==> src/rtl/alu_cmd_sequencer.sv <==
// alu_cmd_sequencer: handshaked driver for a combinational ALU.
// Accepts a command, drives the ALU, waits SETTLE_CYCLES edges,
// then captures the result and flags into a held response.
//
// Ports:
//   clk, rst_n          clock (rising edge), async active-low reset
//   cmd_valid/ready     command handshake; cmd_op/cmd_a/cmd_b payload
//   alu_a/alu_b/alu_op  registered operands and opcode to the ALU
//   alu_out/alu_n/alu_z ALU result and N/Z flags
//   rsp_valid/ready     response handshake
//   rsp_result/n/z/op   captured result, flags and opcode
//   rsp_illegal         opcode was outside 0..4
//   rsp_mismatch        golden-model mismatch (0 unless checking is on)
//
// Optional: define ALU_SEQ_CHECK_EN to build the golden-model checker.

module alu_cmd_sequencer #(
    parameter int WIDTH         = 32,
    parameter int SETTLE_CYCLES = 2
) (
    input  logic             clk,
    input  logic             rst_n,
    input  logic             cmd_valid,
    output logic             cmd_ready,
    input  logic [3:0]       cmd_op,
    input  logic [WIDTH-1:0] cmd_a,
    input  logic [WIDTH-1:0] cmd_b,
    output logic [WIDTH-1:0] alu_a,
    output logic [WIDTH-1:0] alu_b,
    output logic [3:0]       alu_op,
    input  logic [WIDTH-1:0] alu_out,
    input  logic             alu_n,
    input  logic             alu_z,
    output logic             rsp_valid,
    input  logic             rsp_ready,
    output logic [WIDTH-1:0] rsp_result,
    output logic             rsp_n,
    output logic             rsp_z,
    output logic [3:0]       rsp_op,
    output logic             rsp_illegal,
    output logic             rsp_mismatch
);

    if (SETTLE_CYCLES < 1 || SETTLE_CYCLES > 15) begin : g_bad_cfg
        $error("alu_cmd_sequencer: SETTLE_CYCLES must be 1..15");
    end

    localparam logic [3:0] CNT_INIT = 4'(SETTLE_CYCLES - 1);

    typedef enum logic [1:0] {
        S_IDLE,
        S_SETTLE,
        S_RESP
    } state_e;

    state_e           state_q, state_d;
    logic [3:0]       cnt_q, cnt_d;
    logic             cmd_ready_q, cmd_ready_d;
    logic [WIDTH-1:0] alu_a_q, alu_a_d;
    logic [WIDTH-1:0] alu_b_q, alu_b_d;
    logic [3:0]       alu_op_q, alu_op_d;
    logic             rsp_valid_q, rsp_valid_d;
    logic [WIDTH-1:0] rsp_result_q, rsp_result_d;
    logic             rsp_n_q, rsp_n_d;
    logic             rsp_z_q, rsp_z_d;
    logic [3:0]       rsp_op_q, rsp_op_d;
    logic             rsp_illegal_q, rsp_illegal_d;

    logic op_legal;
    logic accept;
    logic capture;

    assign op_legal = (cmd_op <= 4'd4);
    assign accept   = (state_q == S_IDLE) && cmd_valid && cmd_ready_q;
    assign capture  = (state_q == S_SETTLE) && (cnt_q == 4'd0);

    always_comb begin
        state_d       = state_q;
        cnt_d         = cnt_q;
        cmd_ready_d   = cmd_ready_q;
        alu_a_d       = alu_a_q;
        alu_b_d       = alu_b_q;
        alu_op_d      = alu_op_q;
        rsp_valid_d   = rsp_valid_q;
        rsp_result_d  = rsp_result_q;
        rsp_n_d       = rsp_n_q;
        rsp_z_d       = rsp_z_q;
        rsp_op_d      = rsp_op_q;
        rsp_illegal_d = rsp_illegal_q;

        unique case (state_q)
            S_IDLE: begin
                // Ready rises on the first edge after reset release.
                cmd_ready_d = 1'b1;
                if (accept) begin
                    cmd_ready_d = 1'b0;
                    if (op_legal) begin
                        alu_a_d  = cmd_a;
                        alu_b_d  = cmd_b;
                        alu_op_d = cmd_op;
                        cnt_d    = CNT_INIT;
                        state_d  = S_SETTLE;
                    end else begin
                        // Respond at once; the ALU keeps its last inputs.
                        rsp_valid_d   = 1'b1;
                        rsp_result_d  = '0;
                        rsp_n_d       = 1'b0;
                        rsp_z_d       = 1'b0;
                        rsp_op_d      = cmd_op;
                        rsp_illegal_d = 1'b1;
                        state_d       = S_RESP;
                    end
                end
            end
            S_SETTLE: begin
                if (capture) begin
                    rsp_valid_d   = 1'b1;
                    rsp_result_d  = alu_out;
                    rsp_n_d       = alu_n;
                    rsp_z_d       = alu_z;
                    rsp_op_d      = alu_op_q;
                    rsp_illegal_d = 1'b0;
                    state_d       = S_RESP;
                end else begin
                    cnt_d = cnt_q - 4'd1;
                end
            end
            S_RESP: begin
                if (rsp_ready) begin
                    rsp_valid_d = 1'b0;
                    cmd_ready_d = 1'b1;
                    state_d     = S_IDLE;
                end
            end
            default: begin
                state_d = S_IDLE;
            end
        endcase
    end

    always_ff @(posedge clk or negedge rst_n) begin
        if (!rst_n) begin
            state_q       <= S_IDLE;
            cnt_q         <= 4'd0;
            cmd_ready_q   <= 1'b0;
            alu_a_q       <= '0;
            alu_b_q       <= '0;
            alu_op_q      <= 4'd0;
            rsp_valid_q   <= 1'b0;
            rsp_result_q  <= '0;
            rsp_n_q       <= 1'b0;
            rsp_z_q       <= 1'b0;
            rsp_op_q      <= 4'd0;
            rsp_illegal_q <= 1'b0;
        end else begin
            state_q       <= state_d;
            cnt_q         <= cnt_d;
            cmd_ready_q   <= cmd_ready_d;
            alu_a_q       <= alu_a_d;
            alu_b_q       <= alu_b_d;
            alu_op_q      <= alu_op_d;
            rsp_valid_q   <= rsp_valid_d;
            rsp_result_q  <= rsp_result_d;
            rsp_n_q       <= rsp_n_d;
            rsp_z_q       <= rsp_z_d;
            rsp_op_q      <= rsp_op_d;
            rsp_illegal_q <= rsp_illegal_d;
        end
    end

`ifdef ALU_SEQ_CHECK_EN
    logic [WIDTH-1:0] exp_result;
    logic             mismatch_now;
    logic             rsp_mismatch_q, rsp_mismatch_d;

    // Reference model evaluated on the registered ALU inputs.
    always_comb begin
        exp_result = '0;
        unique case (alu_op_q)
            4'd0:    exp_result = alu_a_q + alu_b_q;
            4'd1:    exp_result = alu_a_q + {{(WIDTH-1){1'b0}}, 1'b1};
            4'd2:    exp_result = '0 - alu_a_q;
            4'd3:    exp_result = alu_a_q - alu_b_q;
            4'd4:    exp_result = alu_a_q;
            default: exp_result = '0;
        endcase
    end

    assign mismatch_now = (exp_result != alu_out)
                       || (exp_result[WIDTH-1] != alu_n)
                       || ((exp_result == '0) != alu_z);

    always_comb begin
        rsp_mismatch_d = rsp_mismatch_q;
        if (capture) begin
            rsp_mismatch_d = mismatch_now;
        end else if (accept && !op_legal) begin
            rsp_mismatch_d = 1'b0;
        end
    end

    always_ff @(posedge clk or negedge rst_n) begin
        if (!rst_n) begin
            rsp_mismatch_q <= 1'b0;
        end else begin
            rsp_mismatch_q <= rsp_mismatch_d;
        end
    end

    assign rsp_mismatch = rsp_mismatch_q;
`else
    assign rsp_mismatch = 1'b0;
`endif

    assign cmd_ready   = cmd_ready_q;
    assign alu_a       = alu_a_q;
    assign alu_b       = alu_b_q;
    assign alu_op      = alu_op_q;
    assign rsp_valid   = rsp_valid_q;
    assign rsp_result  = rsp_result_q;
    assign rsp_n       = rsp_n_q;
    assign rsp_z       = rsp_z_q;
    assign rsp_op      = rsp_op_q;
    assign rsp_illegal = rsp_illegal_q;

endmodule

==> config.mk <==
export PLATFORM = sky130hd
export DESIGN_NAME = alu_cmd_sequencer
export DESIGN_NICKNAME = d
export VERILOG_FILES = /design/src/rtl/alu_cmd_sequencer.sv
export SDC_FILE = /design/constraint.sdc
export NUM_CORES = 1
export LEC_CHECK = 0
export BUFFER_PORTS_ARGS = -buffer_cell sky130_fd_sc_hd__buf_4
export CORE_AREA = 10 10 107 109
export DETAILED_ROUTE_END_ITERATION = 6
export DIE_AREA = 0 0 117 119
export GPL_TIMING_DRIVEN = 0
export PLACE_DENSITY = 0.95
export REMOVE_ABC_BUFFERS = 1
export SETUP_SLACK_MARGIN = 0.5
export SLEW_MARGIN = 20
export SYNTH_ARGS = -nofsm -noshare
export SYNTH_HDL_FRONTEND = slang
export SYNTH_SLANG_ARGS = --single-unit
==> constraint.sdc <==
create_clock -name clk -period 5.4 [get_ports clk]
set_clock_uncertainty 0.15 [all_clocks]
set_input_delay 0.27 -clock clk [delete_from_list [all_inputs] [get_ports clk]]
set_output_delay 0.27 -clock clk [all_outputs]
set_load 0.02 [all_outputs]
* Word level (Yosys, flattened, before mapping)
Cells that the tools add are included.
** Word-level totals
- Bits in writable memories :: 0
- Bits in latches :: 0
- Bits in registers :: 115
- ROM bits :: 0
- Memories kept :: 0
- Logic and storage cells :: 69
- Bits of input ports :: 106
** Operators by class
- Divide/modulo/power cells :: 0
- Bitwise gates (word level) :: 0
- $mul :: 0
- Muxes and demuxes :: 33
- Reduce and logical (&&, ||, !) cells :: 14
- Shifts and indexed selects :: 0
- $add $sub $neg :: 1
- Equal/unequal tests :: 8
- Magnitude comparators :: 1
** Operators by type and width (number)
- $mux 32 :: 3
- $pmux 32 s2 :: 1
- $mux 4 :: 6
- $pmux 4 s2 :: 2
- $ne 2x2->1 const B :: 6
- $mux 1 :: 11
- $mux 2 :: 4
- $pmux 1 s2 :: 4
- $reduce_and 4->1 :: 2
- $pmux 2 s3 :: 1
- $reduce_and 3->1 :: 2
- $reduce_and 5->1 :: 1
- $le 4x3->1 const B :: 1
- $logic_not 4->1 :: 1
- $reduce_bool 2->1 :: 2
- $sub 4x1->4 const B :: 1
- $logic_and 1x1->1 :: 3
- $pmux 1 s3 :: 1
- $reduce_bool 3->1 :: 1
- $eq 2x1->1 const B :: 1
- $eq 2x2->1 const B :: 1
- $logic_not 2->1 :: 1
- $reduce_and 2->1 :: 1

* Depth between registers and ports, before layout
- Depth in word-level cells :: 5
- Gate-level depth with buffers :: 8

* Worst setup path before layout
No wires, ideal clock.
- Path type :: reg-to-reg
- From :: reg cnt_q[0]
- To :: reg rsp_result_q[10], in the netlist rsp_result[10]
- Library setup time :: 121 ps
- Cell stages (with the launch flop) :: 9
- Buffers on the path :: 2
- Slack :: 3455 ps
- Arrival time :: 1674 ps
- Cell sequence :: dfrtp_1 > inv_1 > ha_1 > or3b_1 > buf_2 > a21oi_2 > nand2_4 > buf_6 > a22o_1
** On the way
- Longest elaborated chain between the ends :: 4
** Ends and longest elaborated chain
- start, declared :: line 57 : logic [3:0] cnt_q, cnt_d;
- start signal, assigned :: line 157 : cnt_q <= cnt_d;
- $logic_not 4->1 :: line 75 : assign capture = (state_q == S_SETTLE) && (cnt_q == 4'd0);
- $logic_and 1x1->1 :: line 75
- $ne 2x2->1 (no line)
- $reduce_and 4->1 (no line)
- end signal, assigned :: line 163 : rsp_result_q <= rsp_result_d;
- end, declared :: line 63 : logic [WIDTH-1:0] rsp_result_q, rsp_result_d;
Every way passes these cells.
A chain may end at the register's enable or synchronous reset.

* Worst setup path after layout
- From :: reg cnt_q[1]
- To :: reg rsp_result_q[31], in the netlist rsp_result[31]
The elaborated chain is that of the path after synthesis.

==> results.md <==
* Fill count at 474
* DR iter-0 viols at 250
* Min cycle time layout at 2.59 ns
* Critical path, cell by cell: inv_1 -> ha_1 -> or3b_1 -> a21oi_2 -> nand2_4 -> a22o_1
* First-pass GRT wire length at 25000 µm
* Remaining antenna violation count at 0
* Reg area at 2880 µm²
* Die Y at 119 µm
* Switching Fraction at 36.5%
* Area of the multi-input gates at 1450 µm²
* Post-synthesis sequential area ratio at 64.4%
* CP max FO at 35
* Pins over their slew limit at 0
* Critical path class: reg2reg
* Fmax at 386 MHz
* Via/cell ratio at 5.12
* Max Cap Viol at 0
* Static leakage at 3.79 nW
* EDFF count, synth at 0
* Cells after synthesis at 293
* Delay of the slowest critical-path stage at 0.54 ns
* Initial Utilization at 47.2%
* CP required at 5.64 ns
* Distinct cells, synth at 34
* Most frequent cells in the layout: buf_4 (213), dfrtp_1 (115), dlygate4sd3_1 (105)
* Wire per inst at 21.5 µm
* Syn Std Cell Area at 4470 µm²
* Worst-path clk slew at 0.06 ns
* Root Driver: clkbuf_8
* Internal cell power at 2.93 mW
* All-Layer GR Usage at 23.5%
* Clock latency on the worst-skew pair at 0.52 ns
* Switching power at 1.69 mW
* Peak supply drop at 0.319 mV
* HPWL after detailed placement at 9660 µm
* Total grt overflow at 0
* Antenna violations before repair at 2
* Gate power share at 42.4%
* Setup bufs post-CTS at 0
* Post-synth ARST share at 100%
* Slowest cell on the critical path: a21oi_2
* Via count at 3813
* Power per Cell Area at 589 nW/µm²
* Arr. time, crit path at 2.83 ns
* Hold Crit Class: in2async
* Dpl cell area at 6170 µm²
* Synth Flop Type: dfrtp_1
* Post-CTS Hold Buffers at 105
* Vias in the first global route at 4428
* Setup tns final at 0 ns
* Max transition margin at 40.2%
* Clk pwr share at 24.8%
* # IOs at 216
* Outcome: complete, no violations
* Die width at 117 µm
* Critical path launch point type: flop
* Commonest non-fill, non-tap cell in the layout: buf_4
* Core area at 9460 µm²
* Count of final hold-check violations at 0
* Nets@finish at 725
* GPL Wtd Cong at 0.847
* CTS tree: built
* Port bufs at 214
* Largest net degree at the start of global routing at 116
* Register share of total power at 32.8%
* Final Routed Wirelength at 16000 µm
* CP endpoint kind: flop
* WP buf/inv at 1
* Number of gates resized after CTS at 0
* Num CTS Buffers at 17
* RSZ-0062 raised after global routing: no
* Max clock buf depth at 2
* Post-route DRC at 0
* Die area at 13900 µm²
* Share of cells above drive strength 1 at 48.3%
* Clock Sinks at 115
* H-tree depth at 4
* Tcrit/Tclk final at 48.0%
* Top delay family on crit path: compound AO/OA/AOI/OAI gates
* Mapped Avg Cell Area at 15.2 µm²
* Yosys reg bits at 115
* Final Instance Area at 7830 µm²
* Synthesis-to-layout area growth at 75.3%
* Final setup viols at 0
* DRT Pass-1 Iters at 4
* Yosys warnings at 0
* Design Power at 4.62 mW
* Row Count at 36
* Least-Margin Pin Slew at 0.898 ns
cell type report:
| type | count | area share [%] |
|---|---|---|
| multi-input combinational | 155 | 18.5 |
| timing repair buffer | 323 | 34.8 |
| clock buffer | 21 | 5.74 |
| antenna | 2 | 0.0639 |
| inverter | 5 | 0.240 |
| sequential | 115 | 36.7 |
| tap | 114 | 1.82 |
| clock inverter | 10 | 2.00 |
synth_stat cells, types with 3 or more instances:
master   count  share of area, %
buf_6        5               1.3
mux2i_1      4              0.90
nor2_1       5              0.42
inv_1        5              0.42
a31oi_1      6              0.84
buf_4        3              0.50
nor3_1       3              0.34
a22o_1      35               6.9
mux2_2      49                12
buf_2       10               1.1
o21ai_0      4              0.45
mux2_1      19               4.8
a21oi_1      6              0.67
dfrtp_1    115                64
layer usage:
layer,GRT usage (%),wire [µm],vias up
li1,-,-,1716
met1,22.3,5230,1915
met2,43.8,9210,156
met3,8.48,1130,26
met4,10.0,425,0
met5,0,0,-
per-stage QoR:
stage               hold slack [ns]  utilization, %  setup slack, ns  cells
floorplan                    -0.176               -             1.32    275
global placement              0.318            64.4            0.142    603
detailed placement            0.326            65.2             2.91    607
CTS                           0.338            82.7             2.88    743
global route                  0.354            82.8             2.63    745
finish                        0.284            82.8             2.81    745
worst reg2reg max path: stages (launching register included):
cell and delay [ns]:
dfrtp_1 0.38, inv_1 0.10, ha_1 0.14, or3b_1 0.49, a21oi_2 0.54, nand2_4 0.35
a22o_1 0.33
flip-flops by register name, summed over array words and instances (netlist names):
register     cells
cnt_q            4
state_q          2
rsp_valid        1
rsp_result      32
rsp_illegal      1
alu_a           32
alu_op           4
alu_b           32
rsp_z            1
cmd_ready        1
rsp_op           4
rsp_n            1
power by group through the flow:
stage | Sequential, mW | Combinational [mW] | Clock [mW]
floorplan | 1.92 | 0.546 | 0
global placement | 1.46 | 1.80 | 0
detailed placement | 1.50 | 1.87 | 0
CTS | 1.49 | 1.94 | 1.15
global route | 1.56 | 2.07 | 1.21
finish | 1.52 | 1.96 | 1.14
cell families (layout without fill, tap and decap cells):
| family | after synthesis | count (layout) | share of synthesized area (%) |
|---|---|---|---|
| muxes | 72 | 72 | 18.0 |
| buffers and inverters | 23 | 359 | 3.31 |
| adders and majority gates | 2 | 2 | 0.560 |
| other | 1 | 3 | 0.0840 |
| DFF | 115 | 115 | 64.4 |
| AOI/OAI and AO/OA | 60 | 60 | 10.5 |
| and+or+nand+nor | 20 | 20 | 3.08 |
worst paths after layout:
path	start	to	slack, ns	depth (start not counted)
worst min-delay path	rst_n	rsp_result[27]$_DFFE_PN0P_	0.28	2
worst max-delay path	cnt_q[1]$_DFFE_PN0P_	rsp_result[31]$_DFFE_PN0P_	2.81	6
worst min register to register	alu_a[24]$_DFFE_PN0P_	alu_a[24]$_DFFE_PN0P_	0.33	1
max in group asynchronous	rst_n	alu_b[12]$_DFFE_PN0P_	4.19	2
min in group clk	alu_a[24]$_DFFE_PN0P_	alu_a[24]$_DFFE_PN0P_	0.33	1
worst max register to register	cnt_q[1]$_DFFE_PN0P_	rsp_result[31]$_DFFE_PN0P_	2.81	6
Power figures use the tool's default switching activity.
